<file path="src/rtl/cla_pkg.sv">
// -----------------------------------------------------------------------------
// cla_pkg
// Shared definitions for the pipelined carry-lookahead adder/subtractor.
//   GROUP_W     : width of one lookahead group (4 bits)
//   op_mode_t   : per-operation mode, OP_ADD (A+B) or OP_SUB (A+~B+1)
//   alu_flags_t : registered result flags {n, z, v}
//   signed_ovf  : two's-complement overflow from the MSBs of both operands
//                 (B already conditioned for subtract) and the raw sum
// -----------------------------------------------------------------------------
package cla_pkg;

  localparam int GROUP_W = 4;

  typedef enum logic {
    OP_ADD = 1'b0,
    OP_SUB = 1'b1
  } op_mode_t;

  typedef struct packed {
    logic n;
    logic z;
    logic v;
  } alu_flags_t;

  // Overflow happens only when both addends share a sign and the raw sum
  // comes out with the opposite sign.
  function automatic logic signed_ovf(input logic a_msb, input logic b_msb,
                                      input logic s_msb);
    return (a_msb == b_msb) && (s_msb != a_msb);
  endfunction

endpackage

</file>
<file path="src/rtl/cla_group4.sv">
// -----------------------------------------------------------------------------
// cla_group4
// Purely combinational 4-bit carry-lookahead group.
// Ports:
//   a, b  in  [3:0]  group operand bits (b already conditioned for subtract)
//   cin   in         carry into the group
//   sum   out [3:0]  group sum bits
//   p     out        group propagate (all four bit positions propagate)
//   g     out        group generate (group produces a carry on its own)
//   cout  out        carry out of the group, g | (p & cin)
// p and g do not depend on cin, so the parent can build inter-group
// lookahead from them without a combinational loop through this block.
// -----------------------------------------------------------------------------
module cla_group4
  import cla_pkg::*;
(
  input  logic [GROUP_W-1:0] a,
  input  logic [GROUP_W-1:0] b,
  input  logic               cin,
  output logic [GROUP_W-1:0] sum,
  output logic               p,
  output logic               g,
  output logic               cout
);

  logic [GROUP_W-1:0] bit_p;
  logic [GROUP_W-1:0] bit_g;
  logic [GROUP_W-1:0] carry;

  assign bit_p = a ^ b;
  assign bit_g = a & b;

  // Flat lookahead equations: every internal carry is two logic levels
  // from the bit P/G terms and cin.
  assign carry[0] = cin;
  assign carry[1] = bit_g[0] | (bit_p[0] & cin);
  assign carry[2] = bit_g[1] | (bit_p[1] & bit_g[0])
                  | (bit_p[1] & bit_p[0] & cin);
  assign carry[3] = bit_g[2] | (bit_p[2] & bit_g[1])
                  | (bit_p[2] & bit_p[1] & bit_g[0])
                  | (bit_p[2] & bit_p[1] & bit_p[0] & cin);

  assign p = &bit_p;
  assign g = bit_g[3] | (bit_p[3] & bit_g[2])
           | (bit_p[3] & bit_p[2] & bit_g[1])
           | (bit_p[3] & bit_p[2] & bit_p[1] & bit_g[0]);

  assign cout = g | (p & cin);
  assign sum  = bit_p ^ carry;

endmodule

</file>
<file path="src/rtl/cla_addsub_pipe.sv">
// -----------------------------------------------------------------------------
// cla_addsub_pipe
// Pipelined carry-lookahead adder/subtractor with valid/ready handshake.
// The WIDTH-bit operation is split into 4-bit lookahead groups; each of the
// STAGES pipeline stages resolves GPS = WIDTH/4/STAGES groups and hands the
// group carry to the next stage through a register.
//
// Parameters:
//   WIDTH   operand/result width, multiple of 4
//   STAGES  pipeline depth (latency in cycles), must divide WIDTH/4
//
// Ports:
//   clk        in   clock, rising edge
//   rst        in   synchronous active-high reset, discards in-flight ops
//   in_valid   in   operation offered
//   in_ready   out  operation accepted this cycle
//   a, b       in   [WIDTH-1:0] operands
//   sub        in   0 = A+B, 1 = A-B (A + ~B + 1)
//   out_valid  out  result valid
//   out_ready  in   downstream accepts the result
//   sum        out  [WIDTH-1:0] result
//   cout       out  carry out of the MSB group (raw operation)
//   flag_n     out  sum[WIDTH-1]
//   flag_z     out  sum == 0
//   flag_v     out  signed overflow of the raw operation
//
// Build option:
//   CLA_SATURATE_EN  when defined, an overflowing result is clamped to the
//                    most positive / most negative value (chosen by the sign
//                    of A); n and z follow the clamped sum, cout and v still
//                    describe the raw operation.
// -----------------------------------------------------------------------------
module cla_addsub_pipe
  import cla_pkg::*;
#(
  parameter int WIDTH  = 16,
  parameter int STAGES = 2
) (
  input  logic             clk,
  input  logic             rst,
  input  logic             in_valid,
  output logic             in_ready,
  input  logic [WIDTH-1:0] a,
  input  logic [WIDTH-1:0] b,
  input  logic             sub,
  output logic             out_valid,
  input  logic             out_ready,
  output logic [WIDTH-1:0] sum,
  output logic             cout,
  output logic             flag_n,
  output logic             flag_z,
  output logic             flag_v
);

  localparam int NG  = WIDTH / GROUP_W;            // total groups
  localparam int GPS = NG / STAGES;                // groups per stage
  localparam int NR  = (STAGES > 1) ? STAGES - 1 : 1; // intermediate ranks
  localparam int LS  = STAGES - 1;                 // last stage index

  // ---------------------------------------------------------------------------
  // Handshake: the whole pipe moves as one (global stall), bubbles included.
  // ---------------------------------------------------------------------------
  logic advance;
  logic out_valid_reg;

  assign advance  = out_ready | ~out_valid_reg;
  assign in_ready = advance & ~rst;

  // ---------------------------------------------------------------------------
  // Per-stage inputs and results. Stage 0 reads the ports directly; stage k
  // reads the intermediate register rank k-1.
  // ---------------------------------------------------------------------------
  logic [WIDTH-1:0] st_a [STAGES];
  logic [WIDTH-1:0] st_b [STAGES];
  logic [WIDTH-1:0] st_s [STAGES];
  logic             st_c [STAGES];
  logic             st_v [STAGES];

  logic [WIDTH-1:0] nx_s [STAGES];
  logic             nx_c [STAGES];

  // Intermediate register ranks (between stage k and stage k+1).
  logic [WIDTH-1:0] pl_a_reg [NR];
  logic [WIDTH-1:0] pl_b_reg [NR];
  logic [WIDTH-1:0] pl_s_reg [NR];
  logic             pl_c_reg [NR];
  logic             pl_v_reg [NR];

  // B is conditioned once at entry so every later stage only ever adds.
  assign st_a[0] = a;
  assign st_b[0] = (op_mode_t'(sub) == OP_SUB) ? ~b : b;
  assign st_c[0] = (op_mode_t'(sub) == OP_SUB);
  assign st_s[0] = '0;
  assign st_v[0] = in_valid;

  genvar gi;
  generate
    for (gi = 1; gi < STAGES; gi++) begin : g_link
      assign st_a[gi] = pl_a_reg[gi-1];
      assign st_b[gi] = pl_b_reg[gi-1];
      assign st_s[gi] = pl_s_reg[gi-1];
      assign st_c[gi] = pl_c_reg[gi-1];
      assign st_v[gi] = pl_v_reg[gi-1];
    end
  endgenerate

  // ---------------------------------------------------------------------------
  // Lookahead groups. Group gi belongs to stage gi/GPS. The first group of a
  // stage takes the carry registered by the previous stage; the others take
  // a carry formed from the neighbouring group's P/G.
  // ---------------------------------------------------------------------------
  logic [GROUP_W-1:0] grp_sum  [NG];
  logic               grp_p    [NG];
  logic               grp_g    [NG];
  logic               grp_cin  [NG];
  logic               grp_cout [NG];

  generate
    for (gi = 0; gi < NG; gi++) begin : g_grp
      localparam int STG = gi / GPS;

      if ((gi % GPS) == 0) begin : g_first
        assign grp_cin[gi] = st_c[STG];
      end else begin : g_chain
        assign grp_cin[gi] = grp_g[gi-1] | (grp_p[gi-1] & grp_cin[gi-1]);
      end

      cla_group4 u_grp (
        .a    (st_a[STG][gi*GROUP_W +: GROUP_W]),
        .b    (st_b[STG][gi*GROUP_W +: GROUP_W]),
        .cin  (grp_cin[gi]),
        .sum  (grp_sum[gi]),
        .p    (grp_p[gi]),
        .g    (grp_g[gi]),
        .cout (grp_cout[gi])
      );
    end
  endgenerate

  // ---------------------------------------------------------------------------
  // Stage results: lower sum bits pass through, this stage's slice is filled
  // from its groups, and the carry out of its top group moves on.
  // ---------------------------------------------------------------------------
  generate
    for (gi = 0; gi < STAGES; gi++) begin : g_stage
      logic [WIDTH-1:0] stage_sum;

      always_comb begin
        stage_sum = st_s[gi];
        for (int j = 0; j < GPS; j++) begin
          stage_sum[(gi*GPS + j)*GROUP_W +: GROUP_W] = grp_sum[gi*GPS + j];
        end
      end

      assign nx_s[gi] = stage_sum;
      assign nx_c[gi] = grp_cout[(gi+1)*GPS - 1];
    end
  endgenerate

  // ---------------------------------------------------------------------------
  // Intermediate ranks. Data travels with bubbles too; only the valid bit
  // decides whether anything downstream cares. Acceptance needs no separate
  // term: whenever advance is high and rst is low, in_ready is high.
  // ---------------------------------------------------------------------------
  always_ff @(posedge clk) begin
    if (rst) begin
      for (int k = 0; k < STAGES - 1; k++) begin
        pl_v_reg[k] <= 1'b0;
        pl_a_reg[k] <= '0;
        pl_b_reg[k] <= '0;
        pl_s_reg[k] <= '0;
        pl_c_reg[k] <= 1'b0;
      end
    end else if (advance) begin
      for (int k = 0; k < STAGES - 1; k++) begin
        pl_v_reg[k] <= st_v[k];
        pl_a_reg[k] <= st_a[k];
        pl_b_reg[k] <= st_b[k];
        pl_s_reg[k] <= nx_s[k];
        pl_c_reg[k] <= nx_c[k];
      end
    end
  end

  // ---------------------------------------------------------------------------
  // Final stage: flags and optional clamp are formed before the output
  // register so that every output comes straight from a flop.
  // ---------------------------------------------------------------------------
  logic [WIDTH-1:0] raw_sum;
  logic [WIDTH-1:0] final_sum;
  logic             a_msb;
  logic             b_msb;
  logic             raw_ovf;
  alu_flags_t       flags_next;

  assign raw_sum = nx_s[LS];
  assign a_msb   = st_a[LS][WIDTH-1];
  assign b_msb   = st_b[LS][WIDTH-1];
  assign raw_ovf = signed_ovf(a_msb, b_msb, raw_sum[WIDTH-1]);

`ifdef CLA_SATURATE_EN
  // Overflow toward the sign of A: positive A clamps to max, negative to min.
  assign final_sum = !raw_ovf ? raw_sum
                   : (a_msb ? {1'b1, {(WIDTH-1){1'b0}}}
                            : {1'b0, {(WIDTH-1){1'b1}}});
`else
  assign final_sum = raw_sum;
`endif

  always_comb begin
    flags_next   = '0;
    flags_next.n = final_sum[WIDTH-1];
    flags_next.z = (final_sum == '0);
    flags_next.v = raw_ovf;
  end

  logic [WIDTH-1:0] sum_reg;
  logic             cout_reg;
  alu_flags_t       flags_reg;

  // Result registers only load on a real operation so that they hold the
  // last result while out_valid is low.
  always_ff @(posedge clk) begin
    if (rst) begin
      out_valid_reg <= 1'b0;
      sum_reg       <= '0;
      cout_reg      <= 1'b0;
      flags_reg     <= '0;
    end else if (advance) begin
      out_valid_reg <= st_v[LS];
      if (st_v[LS]) begin
        sum_reg   <= final_sum;
        cout_reg  <= nx_c[LS];
        flags_reg <= flags_next;
      end
    end
  end

  assign out_valid = out_valid_reg;
  assign sum       = sum_reg;
  assign cout      = cout_reg;
  assign flag_n    = flags_reg.n;
  assign flag_z    = flags_reg.z;
  assign flag_v    = flags_reg.v;

endmodule

</file>
<file path="config.mk">
export PLATFORM = sky130hd
export DESIGN_NAME = cla_addsub_pipe
export DESIGN_NICKNAME = d
export VERILOG_FILES = /design/src/rtl/cla_pkg.sv /design/src/rtl/cla_group4.sv /design/src/rtl/cla_addsub_pipe.sv
export SDC_FILE = /design/constraint.sdc
export NUM_CORES = 1
export LEC_CHECK = 0
export ABC_AREA = 1
export ABC_CLOCK_PERIOD_IN_PS = 6970
export BUFFER_PORTS_ARGS = -buffer_cell sky130_fd_sc_hd__buf_2
export CAP_MARGIN = 20
export CORE_ASPECT_RATIO = 0.8
export CORE_UTILIZATION = 55
export CTS_CLUSTER_SIZE = 12
export DETAILED_ROUTE_END_ITERATION = 8
export HOLD_SLACK_MARGIN = 0.02
export PLACE_DENSITY_LB_ADDON = 0.12
export SKIP_CTS_REPAIR_TIMING = 1
export SLEW_MARGIN = 0
export SYNTH_ARGS = -nofsm -noshare
export SYNTH_HDL_FRONTEND = slang
export SYNTH_SLANG_ARGS = --single-unit
</file>
<file path="constraint.sdc">
create_clock -name clk -period 6.97 [get_ports clk]
set_clock_uncertainty 0.05 [all_clocks]
set_input_delay 0.697 -clock clk [delete_from_list [all_inputs] [get_ports clk]]
set_output_delay 0.697 -clock clk [all_outputs]
set_load 0.01 [all_outputs]
</file>
==> impl_metrics.toml <==
[power_and_ir_drop]
ir_drop_mv = 0.1232
combPwrFrac = 0.243
p_leak_uw = 0.001500
p_int_uw = 451.2
power.total_uw = 648.0
clkPwrFrac = 0.249
p_sw_frac = 0.3037
powerDensity_mw_per_mm2 = 215.8
p_switching_uw = 196.8
p_seq_frac = 0.507

[finish]
syn_to_final_growth_pct = 15.44
nets = 405
largest_reg_flops = 16
finalInstanceArea_mm2 = 0.003003
diodes = 0
fill_cells = 391
final_cells = 407
drive_gt1_frac = 0.2429

[route]
first_iter_violations = 92
drt_wl_total_mm = 4.704
vias_per_cell = 4.961
wl_per_cell_um = 11.56
vias = 2019
drc = 0
dr.pass1.iters = 4
ant_nets = 0

[yosys]
ys_types = 33
synth_compound_area_frac = 0.1058
synth_nets = 349
synth_ff_type = "edfxtp_1"
yosysMostFrequentCell = "nor2_1"
synth-seq-cells = 46
synth_xor_area_frac = 0.06734
synth_area_leaders = "edfxtp_1 (30%), dfxtp_1 (15%), ha_1 (7.7%)"
synth_top_area_frac = 0.3001
synthesis.area_mm2 = 0.002601
yosys-top-cells-count = "nor2_1 (42), inv_1 (39), nand2_1 (30)"
muxShareOfSynthArea = 0
synthSimpleGateAreaFrac = 0.1910
yosysSeqAreaShare = 0.4541
synth_top_area_cell = "edfxtp_1"
synth-edff-count = 26
yosysWarnings = 0
synth_top_family_by_area = "simple AND/OR/NAND/NOR gates"
avgSynthCellArea_um2 = 8.878
synth-async-reset-ratio = 0
synthAdderAreaFrac = 0.1000
synthCells = 293

[clocking]
htree_levels = 2
cts-root-buf = "clkbuf_8"
cts_buffers = 5
clk_latency_ps = 300
clkSlewWorstSetupHoldPaths_ps = 90
cts.sinks = 46
cts_tree = "built"
cts_max_path_buffers = 2

[setup_path]
critical_path_required_ps = 6220
rrSetupSlack_ps = 4480
critPathLaunchType = "primary input"
reg2reg_depth = 13
crit_end = "in_ready"
r2r_end = "flag_z$_SDFFE_PP0P_"
criticalPathCategory = "in2out"
critPathMaxFanout = 21
end_kind = "output pin"
cp-startpoint = "rst"
arrival_ps = 2210
r2r_start = "pl_b_reg[0][11]$_SDFFCE_PN0P_"

[flow_run]
cap_viol_max_count = 0

[placement]
place_inst = 399
gp_congestion = 0.8363
io_buffer_count = 58
hpwl_mm = 3.619
post_dp_cell_area_mm2 = 0.002915
pre_cts_slack_ps = 3939

[sta]
post-route-min-period_ps = 2959
timing.final.crit_share = 0.4245
rsz0062_at_grt = "false"
final_max_slew_viol_count = 0
finalSetupViolCount = 0
fmax_mhz = 337.9
fin_ws_ps = 4011
tns_ps = 0
finalHoldViolCount = 0
worst_pin_slew_ps = 673.8
max-slew-margin-rel = 0.5497

[die]
die_width_um = 78.89
coreArea_mm2 = 0.004362
start_util = 0.5964
io-pin-count = 59
die-area_mm2 = 0.005010
rows = 21
die_y_um = 63.51

[global_route]
grt_max_degree = 29
grt_pass1_wl_mm = 8.342
grt_pass1_vias = 1884
grt-ovfl-total = 0
grt_antenna_before_repair = 0
grt_usage = 0.2152

[min_path]
hp-class = "reg2reg"

[run_status]
status = "complete, no violations"
-- worst min path at each step --
| stage | from | endpoint | slack [ps] | cells past startpoint |
|---|---|---|---|---|
| 2_1_floorplan | pl_s_reg[0][1]$_SDFFCE_PN0P_ | sum[1]$_SDFFE_PP0P_ | 420 | 2 |
| 3_3_place_gp | flag_v$_SDFFE_PP0P_ | flag_v$_SDFFE_PP0P_ | 400 | 2 |
| 3_5_place_dp | sum[7]$_SDFFE_PP0P_ | sum[7]$_SDFFE_PP0P_ | 420 | 2 |
| 4_1_cts | flag_z$_SDFFE_PP0P_ | flag_z$_SDFFE_PP0P_ | 440 | 2 |
| 6_report | flag_z$_SDFFE_PP0P_ | flag_z$_SDFFE_PP0P_ | 430 | 2 |
| 5_1_grt | sum[3]$_SDFFE_PP0P_ | sum[3]$_SDFFE_PP0P_ | 460 | 2 |
-- cells in the final DEF, fill, tap and decap left out, types with 2 or more instances in the layout --
cell	synthesis	layout
a21o_1	2	2
ha_1	16	16
inv_2	2	2
o21ai_0	21	21
edfxtp_1	26	26
nand2_2	7	7
nand3_1	12	12
a31oi_1	3	3
xor2_1	9	9
nand2_1	30	30
nor2_1	42	42
xnor2_1	11	11
fa_1	3	3
a21oi_1	20	20
buf_2	2	58
clkbuf_8	0	5
nor2_2	2	2
clkinv_2	0	2
nand4_1	6	6
inv_1	39	39
dfxtp_1	20	20
nand3_2	2	2
-- power groups by stage --
stage / Combinational (uW) / Sequential [uW] / Clock [uW]
2_1_floorplan: 112 / 336 / 0
3_3_place_gp: 154 / 334 / 0
3_5_place_dp: 157 / 335 / 0
4_1_cts: 159 / 329 / 165
5_1_grt: 180 / 332 / 180
6_report: 158 / 329 / 162
-- per-stage QoR --
step | hold slack, ps | util
after floorplan | 421.4 | -
after global placement | 402.3 | 0.6684
after detailed placement | 415.6 | 0.6684
after CTS | 436.1 | 0.6885
after global routing | 463.4 | 0.6885
final | 432.3 | 0.6885
-- logic make-up after synthesis --
| family | after synthesis |
|---|---|
| fa+ha+maj | 19 |
| buf+inv | 52 |
| simple gates | 106 |
| xor+xnor | 20 |
| compound gates | 50 |
| flops | 46 |
-- layer usage --
metal,GRT usage,vias to the layer above,wire (um)
met5,0,-,0
li1,-,1071,-
met4,0.06136,0,14
met1,0.3176,882,2392
met3,0.04348,2,263
met2,0.3185,64,2033
-- layout make-up --
cell class	count	area (um^2)	share of cell area
clock buffers	5	68.82	0.02292
clock inverters	3	18.77	0.006250
inverters	42	157.7	0.05250
multi-input cells	195	1207	0.4021
flip-flops and latches	46	1181	0.3933
well taps	57	71.32	0.02375
repair buffers	59	297.8	0.09917
-- worst max-delay path, stage by stage --
cell and delay (ps):
buf_2 130, inv_1 320, nand2_1 500, inv_1 360
buf_2 190
(Power assumes the default switching activity.)
